--- src/rtl/alu_rr_arbiter_pkg.sv ---
// Shared constants, FSM state type and index decode for the ALU round-robin arbiter.
package alu_arb_pkg;

  localparam int N_REQ = 8;
  localparam int IDX_W = 3;

  typedef enum logic [1:0] {
    IDLE,
    START,
    WAIT
  } arb_state_t;

  function automatic logic [N_REQ-1:0] decode(input logic [IDX_W-1:0] idx);
    logic [N_REQ-1:0] onehot;
    onehot      = '0;
    onehot[idx] = 1'b1;
    return onehot;
  endfunction

endpackage

--- src/rtl/alu_rr_arbiter_if.sv ---
// Request/grant bundle between the ALU requesters and the round-robin arbiter.
interface alu_rr_arbiter_if;
  import alu_arb_pkg::*;

  logic [N_REQ-1:0] req;
  logic             alu_done;
  logic [N_REQ-1:0] gnt;
  logic [IDX_W-1:0] gnt_idx;
  logic             gnt_valid;
  logic             alu_start;
  logic             timeout_err;

  // Requester/ALU side drives requests and completion.
  modport master (
    output req,
    output alu_done,
    input  gnt,
    input  gnt_idx,
    input  gnt_valid,
    input  alu_start,
    input  timeout_err
  );

  modport slave (
    input  req,
    input  alu_done,
    output gnt,
    output gnt_idx,
    output gnt_valid,
    output alu_start,
    output timeout_err
  );

endinterface

--- src/rtl/alu_rr_arbiter_rr_pick.sv ---
// Combinational round-robin pick: first set request bit at or above ptr, wrapping 7->0.
module rr_pick
  import alu_arb_pkg::*;
(
  input  logic [N_REQ-1:0] req,
  input  logic [IDX_W-1:0] ptr,
  output logic [IDX_W-1:0] win_idx,
  output logic             win_valid
);

  // Scan from the farthest offset down so the nearest candidate overwrites last.
  always_comb begin
    logic [IDX_W-1:0] cand;
    cand      = '0;
    win_idx   = '0;
    win_valid = 1'b0;
    for (int k = N_REQ - 1; k >= 0; k--) begin
      cand = ptr + IDX_W'(k);
      if (req[cand]) begin
        win_idx   = cand;
        win_valid = 1'b1;
      end
    end
  end

endmodule

--- src/rtl/alu_rr_arbiter.sv ---
// Round-robin arbiter sequencing one ALU transaction at a time (grant, start pulse, wait for done).
// Optional forced release after TIMEOUT WAIT cycles when ALU_ARB_TIMEOUT_EN is defined.
module alu_rr_arbiter
  import alu_arb_pkg::*;
#(
  parameter int TIMEOUT = 16
) (
  input  logic              clk,
  input  logic              rst_n,
  alu_rr_arbiter_if.slave   bus
);

  arb_state_t       state;
  logic [IDX_W-1:0] ptr;
  logic [N_REQ-1:0] gnt;
  logic [IDX_W-1:0] gnt_idx;
  logic             gnt_valid;
  logic             alu_start;
  logic             timeout_err;

  logic [IDX_W-1:0] pick_ptr;
  logic [IDX_W-1:0] win_idx;
  logic             win_valid;
  logic             to_hit;
  logic             release_now;

`ifdef ALU_ARB_TIMEOUT_EN
  localparam int CNT_W = $clog2(TIMEOUT + 1);
  logic [CNT_W-1:0] to_cnt;

  assign to_hit = (state == WAIT) && !bus.alu_done && (to_cnt == CNT_W'(TIMEOUT - 1));

  always_ff @(posedge clk) begin
    if (!rst_n) begin
      to_cnt <= '0;
    end else if (state == START) begin
      to_cnt <= '0;
    end else if ((state == WAIT) && !bus.alu_done) begin
      to_cnt <= to_cnt + CNT_W'(1);
    end
  end
`else
  assign to_hit = 1'b0;
`endif

  assign release_now = (state == WAIT) && (bus.alu_done || to_hit);

  // On release the next winner is chosen from the already-advanced pointer, enabling back-to-back grants.
  assign pick_ptr = (state == WAIT) ? (gnt_idx + IDX_W'(1)) : ptr;

  rr_pick u_pick (
    .req       (bus.req),
    .ptr       (pick_ptr),
    .win_idx   (win_idx),
    .win_valid (win_valid)
  );

  always_ff @(posedge clk) begin
    if (!rst_n) begin
      state       <= IDLE;
      ptr         <= '0;
      gnt         <= '0;
      gnt_idx     <= '0;
      gnt_valid   <= 1'b0;
      alu_start   <= 1'b0;
      timeout_err <= 1'b0;
    end else begin
      alu_start   <= 1'b0;
      timeout_err <= 1'b0;
      case (state)
        IDLE: begin
          if (win_valid) begin
            gnt_idx   <= win_idx;
            gnt       <= decode(win_idx);
            gnt_valid <= 1'b1;
            alu_start <= 1'b1;
            state     <= START;
          end
        end
        START: begin
          state <= WAIT;
        end
        WAIT: begin
          if (release_now) begin
            ptr         <= pick_ptr;
            timeout_err <= to_hit;
            if (win_valid) begin
              gnt_idx   <= win_idx;
              gnt       <= decode(win_idx);
              alu_start <= 1'b1;
              state     <= START;
            end else begin
              gnt_idx   <= '0;
              gnt       <= '0;
              gnt_valid <= 1'b0;
              state     <= IDLE;
            end
          end
        end
        default: begin
          state <= IDLE;
        end
      endcase
    end
  end

  assign bus.gnt         = gnt;
  assign bus.gnt_idx     = gnt_idx;
  assign bus.gnt_valid   = gnt_valid;
  assign bus.alu_start   = alu_start;
  assign bus.timeout_err = timeout_err;

endmodule

--- src/flat_wrapper.sv ---
// flat-port wrapper written by rule: the top's interface ports become plain ports
module alu_rr_arbiter_flat import alu_arb_pkg::*;
#(
  parameter int TIMEOUT = 16
)
  (clk, rst_n, bus_req, bus_alu_done, bus_gnt, bus_gnt_idx, bus_gnt_valid, bus_alu_start, bus_timeout_err);
  alu_rr_arbiter_if bus_i ();
  input  logic clk;
  input  logic rst_n;
  input wire logic [$bits(bus_i.req)-1:0] bus_req;
  input wire logic [$bits(bus_i.alu_done)-1:0] bus_alu_done;
  output wire logic [$bits(bus_i.gnt)-1:0] bus_gnt;
  output wire logic [$bits(bus_i.gnt_idx)-1:0] bus_gnt_idx;
  output wire logic [$bits(bus_i.gnt_valid)-1:0] bus_gnt_valid;
  output wire logic [$bits(bus_i.alu_start)-1:0] bus_alu_start;
  output wire logic [$bits(bus_i.timeout_err)-1:0] bus_timeout_err;
  assign bus_i.req = bus_req;
  assign bus_i.alu_done = bus_alu_done;
  assign bus_gnt = bus_i.gnt;
  assign bus_gnt_idx = bus_i.gnt_idx;
  assign bus_gnt_valid = bus_i.gnt_valid;
  assign bus_alu_start = bus_i.alu_start;
  assign bus_timeout_err = bus_i.timeout_err;
  alu_rr_arbiter #(.TIMEOUT(TIMEOUT)) u_core (.clk(clk), .rst_n(rst_n), .bus(bus_i));
endmodule
--- config.mk ---
export PLATFORM = sky130hd
export DESIGN_NAME = alu_rr_arbiter_flat
export DESIGN_NICKNAME = d
export VERILOG_FILES = /design/src/rtl/alu_rr_arbiter_pkg.sv /design/src/rtl/alu_rr_arbiter_if.sv /design/src/rtl/alu_rr_arbiter_rr_pick.sv /design/src/rtl/alu_rr_arbiter.sv /design/src/flat_wrapper.sv
export SDC_FILE = /design/constraint.sdc
export NUM_CORES = 1
export LEC_CHECK = 0
export ABC_CLOCK_PERIOD_IN_PS = 3800
export CORE_MARGIN = 2
export CORE_UTILIZATION = 50
export DETAILED_ROUTE_END_ITERATION = 10
export PLACE_DENSITY_LB_ADDON = 0.2
export SLEW_MARGIN = 20
export SYNTH_ARGS = -nofsm -noshare
export SYNTH_HDL_FRONTEND = slang
export SYNTH_SLANG_ARGS = --single-unit
--- constraint.sdc ---
create_clock -name clk -period 3.8 [get_ports clk]
set_input_delay 0.95 -clock clk [delete_from_list [all_inputs] [get_ports clk]]
set_output_delay 0.95 -clock clk [all_outputs]
set_load 0.005 [all_outputs]
==> results.json, run 1 <==
{
  "core_um2": 3940,
  "synth-seq-cells": 18,
  "htree_levels": 1,
  "fp.dieW_um": 67.5,
  "fin_nets": 279,
  "crit_arrival_ns": 3.60,
  "layout-drive-gt1-share_pct": 17.0,
  "cts_root_buf": "clkbuf_8",
  "synth_top_area_cell": "dfxtp_1",
  "fin_crit_sh_pct": 90.9,
  "drt_iter0_markers": 135,
  "drt.antenna.violating_nets": 0,
  "crit_type": "in -> reg",
  "powerDensity_nw_per_um2": 372,
  "dpl.cell_count": 310,
  "min_path_type": "reg -> reg",
  "crit_required_ns": 3.95,
  "cts_tree": "built",
  "leakage_nw": 0.903,
  "routed_wl_um": 5250,
  "synth_edf_count": 0,
  "report.final.slew_viol_count": 0,
  "antenna_found_initial": 0,
  "status": "complete, no violations",
  "dpl.hpwl_um": 4080,
  "grt_max_degree": 17,
  "synthFlopType": "dfxtp_1",
  "grt-ovfl-total": 0,
  "syn-num-nets": 252,
  "crit_slowest_cell": "clkdlybuf4s50_1",
  "via_per_inst": 6.32,
  "grt_pass1_wl_um": 8990,
  "tightest_slew_ns": 0.553,
  "clockBufferDepth": 2,
  "initial_core_util_pct": 51.2,
  "period_needed_ns": 3.45,
  "numPortBuffers": 23,
  "place.gp.congestion": 0.925,
  "path_cells": "clkdlybuf4s50_1 -> nand2_1 -> a21oi_1 -> nor2_1 -> mux2_2 -> o2bb2a_1 -> a221oi_2 -> o41ai_4 -> buf_4 -> o41ai_1",
  "dieArea_um2": 4560,
  "setup_viol": 0,
  "critPathLaunchType": "input pin",
  "fin_skew_ns": 0.00115,
  "grt_pass1_vias": 1875,
  "clock-sinks": 18,
  "drc_errors": 0,
  "path_clk_slew_ns": 0.07,
  "rows": 23,
  "achievable-frequency_ghz": 0.289,
  "cp_max_fo": 7,
  "crit_path_end_kind": "flop",
  "synth_area_um2": 2020,
  "yosysSeqAreaShare_pct": 17.9,
  "reg2reg_from": "u_core.state[1]",
  "grt_usage_pct": 25.6,
  "reg2reg_slack_ns": 0.35,
  "postCtsSetupRepairBufs": 0,
  "final.setup.tns_ns": 0,
  "hp-start": "u_core.bus.gnt[0]",
  "wl_per_cell_um": 16.7,
  "cts_resized": 0,
  "rsz0062_at_grt": "no",
  "vias": 1985,
  "whs_ns": 0.448,
  "syn_area_per_cell_um2": 8.48,
  "clock_latency_ns": 0.25,
  "ir_worst_vdd_v": 0.000298,
  "timing.final.hold_violations": 0,
  "yosys_warnings": 0,
  "worstSetupStartpoint": "bus_req[4]",
  "syn_inst": 238,
  "diodes": 0,
  "async_reset_ff_share_pct": 0,
  "synth_top_area_share_pct": 17.9,
  "cts_buffers": 3,
  "drtPass1Iterations": 4,
  "yosys-top-cells-area": "dfxtp_1 18%, mux2i_1 5.0%, nand2_1 4.5%",
  "ios": 25,
  "syn_to_final_growth_pct": 18.0,
  "hold_buffers": 0,
  "layout.cells.non_filler": 314,
  "max_slew_margin_pct": 63.1,
  "critPathMaxStageDelay_ns": 0.64,
  "die_y_um": 67.5,
  "yosysUniqueCellTypes": 75,
  "maxCapViolCount": 0
}
-- worst max-delay path: cells and delay by family --
family / cells / cell delay, ns
buf+inv: 2 / 0.81
simple gates: 2 / 0.20
mux: 1 / 0.28
compound gates: 5 / 1.37
-- power by group --
group	internal (mW)	total [mW]	switching, mW
logic	0.228	0.504	0.276
registers	0.209	0.228	0.0182
clock network	0.0919	0.154	0.0616
-- registers in the layout, summed over array words and instances (netlist names) --
signal and count:
u_core.bus.gnt 8, u_core.bus.gnt_idx 3, u_core.ptr 3, u_core.state 2, u_core.bus.alu_start 1, u_core.bus.gnt_valid 1
-- logic make-up (layout without fill, tap and decap cells) --
kind of cell               count (synthesis)  in the layout  share of synthesized area (%)
AOI/OAI and AO/OA                         88             88                           35.6
and+or+nand+nor                           75             75                           20.3
buffers and inverters                     27             53                           6.39
muxes                                     19             19                           12.5
DFF                                       18             18                           17.9
xor gates and xnor gates                   7              7                           5.27
adders and majority gates                  3              3                           1.86
other                                      1              1                          0.186
-- per-stage QoR --
stage	util, %	instance area [um^2]	total power, mW	setup slack (ns)
final	60.4	2380	0.886	0.345
after global routing	60.4	2380	0.951	0.0280
after CTS	60.4	2380	0.887	0.347
after detailed placement	59.0	2330	0.730	0.0841
after global placement	59.0	2330	0.729	0.142
after floorplan	-	2020	0.587	0.230
-- synthesized netlist by cell type (2+ instances only) --
master and instances:
and3_1 2, o211ai_1 2, o21a_1 2, a2111oi_0 3
o2bb2ai_1 2, o2bb2a_1 2, xor2_1 2, a32o_1 4
nor2_1 10, a211oi_1 9, mux2i_1 10, a21oi_4 2
nand2b_1 12, o21ai_1 4, o22ai_1 2, a21o_1 2
nand3_1 5, xnor2_4 2, nor3_1 7, a311oi_1 3
mux2_2 2, o21ai_0 11, buf_2 5, nand2_1 24
a21oi_1 17, dfxtp_1 18, xnor2_1 2, inv_1 11
mux4_2 3, or3_1 2, buf_6 2, and2_1 4
ha_1 3, o311ai_1 2, clkbuf_1 5
-- final timing paths --
check | end | cells past startpoint
worst max register to register | u_core.bus.gnt[2] | 10
worst min-delay path | u_core.bus.gnt[0] | 2
worst min register to register | u_core.bus.gnt[0] | 2
worst max-delay path | u_core.bus.gnt[6] | 10
-- cell type report --
| type | count | area (um^2) |
|---|---|---|
| fill | 353 | 1560 |
| multi-input combinational | 193 | 1530 |
| sequential | 18 | 360 |
| timing repair buffer | 35 | 320 |
| tap | 50 | 62.6 |
| clock buffer | 4 | 55.1 |
| inverter | 14 | 55.1 |
-- cells in the final DEF (no fill, tap or decap), types with 5 or more instances in the layout --
cell / count
inv_1: 11
buf_4: 12
o21ai_0: 11
nor3_1: 7
clkdlybuf4s50_1: 23
dfxtp_1: 18
nand3_1: 5
a211oi_1: 9
nand2b_1: 12
nand2_1: 24
a21oi_1: 17
mux2i_1: 10
nor2_1: 10
-- per-layer routing --
layer | wire [um] | global-route usage (%) | vias to the layer above
met5 | 0 | 0 | -
met4 | 145 | 8.93 | 0
met3 | 305 | 4.00 | 14
met2 | 2460 | 40.3 | 68
met1 | 2340 | 35.5 | 941
li1 | - | - | 962
Power figures use the tool's default switching activity.
==> run 2, diff against run 1 <==
Settings changed: GPL_ROUTABILITY_DRIVEN from default to 0.
==> run 2 against run 1 <==
Net effect: flip-flop and latch count is the same; routed wire length grew 3.4%; global-route usage grew 0.20 points; sequential power is essentially flat; combinational power is essentially flat; critical path type unchanged; die area is the same; clock skew grew 0.00093 ns.
==> results.json, run 2 (same netlist as run 1, synthesis figures left out) <==
{
  "intPower_mw": 0.523,
  "grt_pass1_wl_um": 9050,
  "reg2reg_depth": 10,
  "path_clk_slew_ns": 0.07,
  "clock-sinks": 18,
  "top_register": "u_core.bus.gnt",
  "hold_buffers": 0,
  "rows": 23,
  "p_comb_share_pct": 56.5,
  "drt_iter0_markers": 181,
  "drc_errors": 0,
  "crit_arrival_ns": 3.69,
  "final.setup.tns_ns": 0,
  "switching_share_pct": 41.1,
  "powerDensity_nw_per_um2": 376,
  "worstSetupStartpoint": "bus_req[6]",
  "cp-endpoint": "u_core.bus.gnt[2]",
  "vias": 1960,
  "reg2reg_slack_ns": 0.33,
  "clock_power_share_pct": 17.7,
  "drtPass1Iterations": 4,
  "cts_resized": 0,
  "via_per_inst": 6.30,
  "grt_max_degree": 17,
  "crit_buf_inv": 1,
  "fin_nets": 276,
  "setup_viol": 0,
  "reg_top3": "u_core.bus.gnt (8), u_core.bus.gnt_idx (3), u_core.ptr (3)",
  "clock_latency_ns": 0.25,
  "critPathMaxStageDelay_ns": 0.61,
  "ir_worst_vdd_v": 0.000297,
  "reg2reg_from": "u_core.state[0]",
  "crit_path_end_kind": "flop",
  "syn_to_final_growth_pct": 16.9,
  "path_cells": "clkdlybuf4s50_1 -> nand2_1 -> a21oi_1 -> nor2_1 -> mux4_2 -> a211oi_2 -> o311ai_1 -> o211ai_2 -> nor2_2 -> a32o_1",
  "p_switching_mw": 0.365,
  "crit_required_ns": 3.95,
  "drt.antenna.violating_nets": 0,
  "core_um2": 3940,
  "wl_per_cell_um": 17.4,
  "p_seq_share_pct": 25.8,
  "fp.dieW_um": 67.5,
  "worstSetupPathDepth": 10,
  "critPathLaunchType": "input pin",
  "largest_reg_flops": 8,
  "crit_type": "in -> reg",
  "htree_levels": 1,
  "max_slew_margin_pct": 62.6,
  "design_area_um2": 2360,
  "grt_usage_pct": 25.8,
  "cts_tree": "built",
  "die_y_um": 67.5,
  "postCtsSetupRepairBufs": 0,
  "maxCapViolCount": 0,
  "final_cell_mix": "24 x nand2_1, 23 x clkdlybuf4s50_1, 18 x dfxtp_1",
  "leakage_nw": 0.890,
  "min_path_type": "reg -> reg",
  "clockBufferDepth": 2,
  "dieArea_um2": 4560,
  "rr_endpoint": "u_core.bus.gnt[5]",
  "cp_max_fo": 7,
  "grt-ovfl-total": 0,
  "status": "complete, no violations",
  "report.final.slew_viol_count": 0,
  "tightest_slew_ns": 0.560,
  "diodes": 0,
  "cpLargestDelayFamily": "compound AO/OA/AOI/OAI gates",
  "timing.final.hold_violations": 0,
  "fin_crit_sh_pct": 93.1,
  "routed_wl_um": 5430,
  "period_needed_ns": 3.54,
  "initial_core_util_pct": 51.2,
  "fin_skew_ns": 0.00208,
  "cts_root_buf": "clkbuf_8",
  "dpl_cell_area_um2": 2300,
  "cts_buffers": 3,
  "layout-drive-gt1-share_pct": 16.1,
  "final_common_cell": "nand2_1",
  "crit_slowest_cell": "clkdlybuf4s50_1",
  "ios": 25,
  "rsz0062_at_grt": "no",
  "grt_pass1_vias": 1889,
  "antenna_found_initial": 0,
  "achievable-frequency_ghz": 0.283,
  "dpl.hpwl_um": 4260,
  "numPortBuffers": 23
}
-- run 2: cell count changes in the layout (fill, tap and decap cells not counted), sizes merged --
cell  previous run  this run
buf             12         9
-- run 2: power by group through the flow --
stage	logic, mW	clock network [mW]	registers (mW)
3_3_place_gp	0.486	0	0.233
4_1_cts	0.497	0.161	0.229
5_1_grt	0.544	0.168	0.232
2_1_floorplan	0.356	0	0.231
3_5_place_dp	0.495	0	0.233
6_report	0.502	0.157	0.229
-- run 2: worst min-delay path, stage by stage, from the launching register on --
cell     delay [ns]
dfxtp_1        0.32
nand2_1        0.05
o21ai_1        0.05
-- run 2: how the worst min path moves through the flow --
| stage | start | to | slack (ns) | depth (start not counted) |
|---|---|---|---|---|
| after global routing | u_core.bus.gnt[6] | u_core.bus.gnt[6] | 0.49 | 2 |
| after global placement | u_core.bus.gnt[0] | u_core.bus.gnt[0] | 0.45 | 2 |
| after CTS | u_core.bus.gnt[1] | u_core.bus.gnt[1] | 0.46 | 2 |
| final | u_core.bus.gnt[1] | u_core.bus.gnt[1] | 0.45 | 2 |
| after detailed placement | u_core.bus.gnt[1] | u_core.bus.gnt[1] | 0.45 | 2 |
| after floorplan | u_core.bus.gnt[0] | u_core.bus.gnt[0] | 0.44 | 2 |
-- run 2: metrics by stage --
| stage | total power [mW] | util [%] | setup WS, ns | cells | hold slack, ns |
|---|---|---|---|---|---|
| floorplan | 0.587 | - | 0.230 | 238 | 0.442 |
| global placement | 0.719 | 58.5 | 0.107 | 307 | 0.445 |
| detailed placement | 0.729 | 58.5 | 0.0336 | 307 | 0.446 |
| CTS | 0.888 | 59.9 | 0.301 | 311 | 0.456 |
| global route | 0.944 | 59.9 | 0.0908 | 311 | 0.489 |
| finish | 0.888 | 59.9 | 0.262 | 311 | 0.452 |
-- run 2: metal layers --
| layer | GRT usage (%) | wire length, um | up-vias |
|---|---|---|---|
| met2 | 43.8 | 2620 | 70 |
| li1 | - | - | 946 |
| met5 | 0 | 0 | - |
| met3 | 3.67 | 302 | 15 |
| met4 | 10.5 | 153 | 0 |
| met1 | 32.8 | 2350 | 929 |
-- run 2: area by class of cell --
class	instances	area (um^2)
clock buffers	4	55.1
fillers	345	1580
inverters	14	55.1
multi-input cells	193	1530
flip-flops and latches	18	360
well taps	50	62.6
repair buffers	32	298
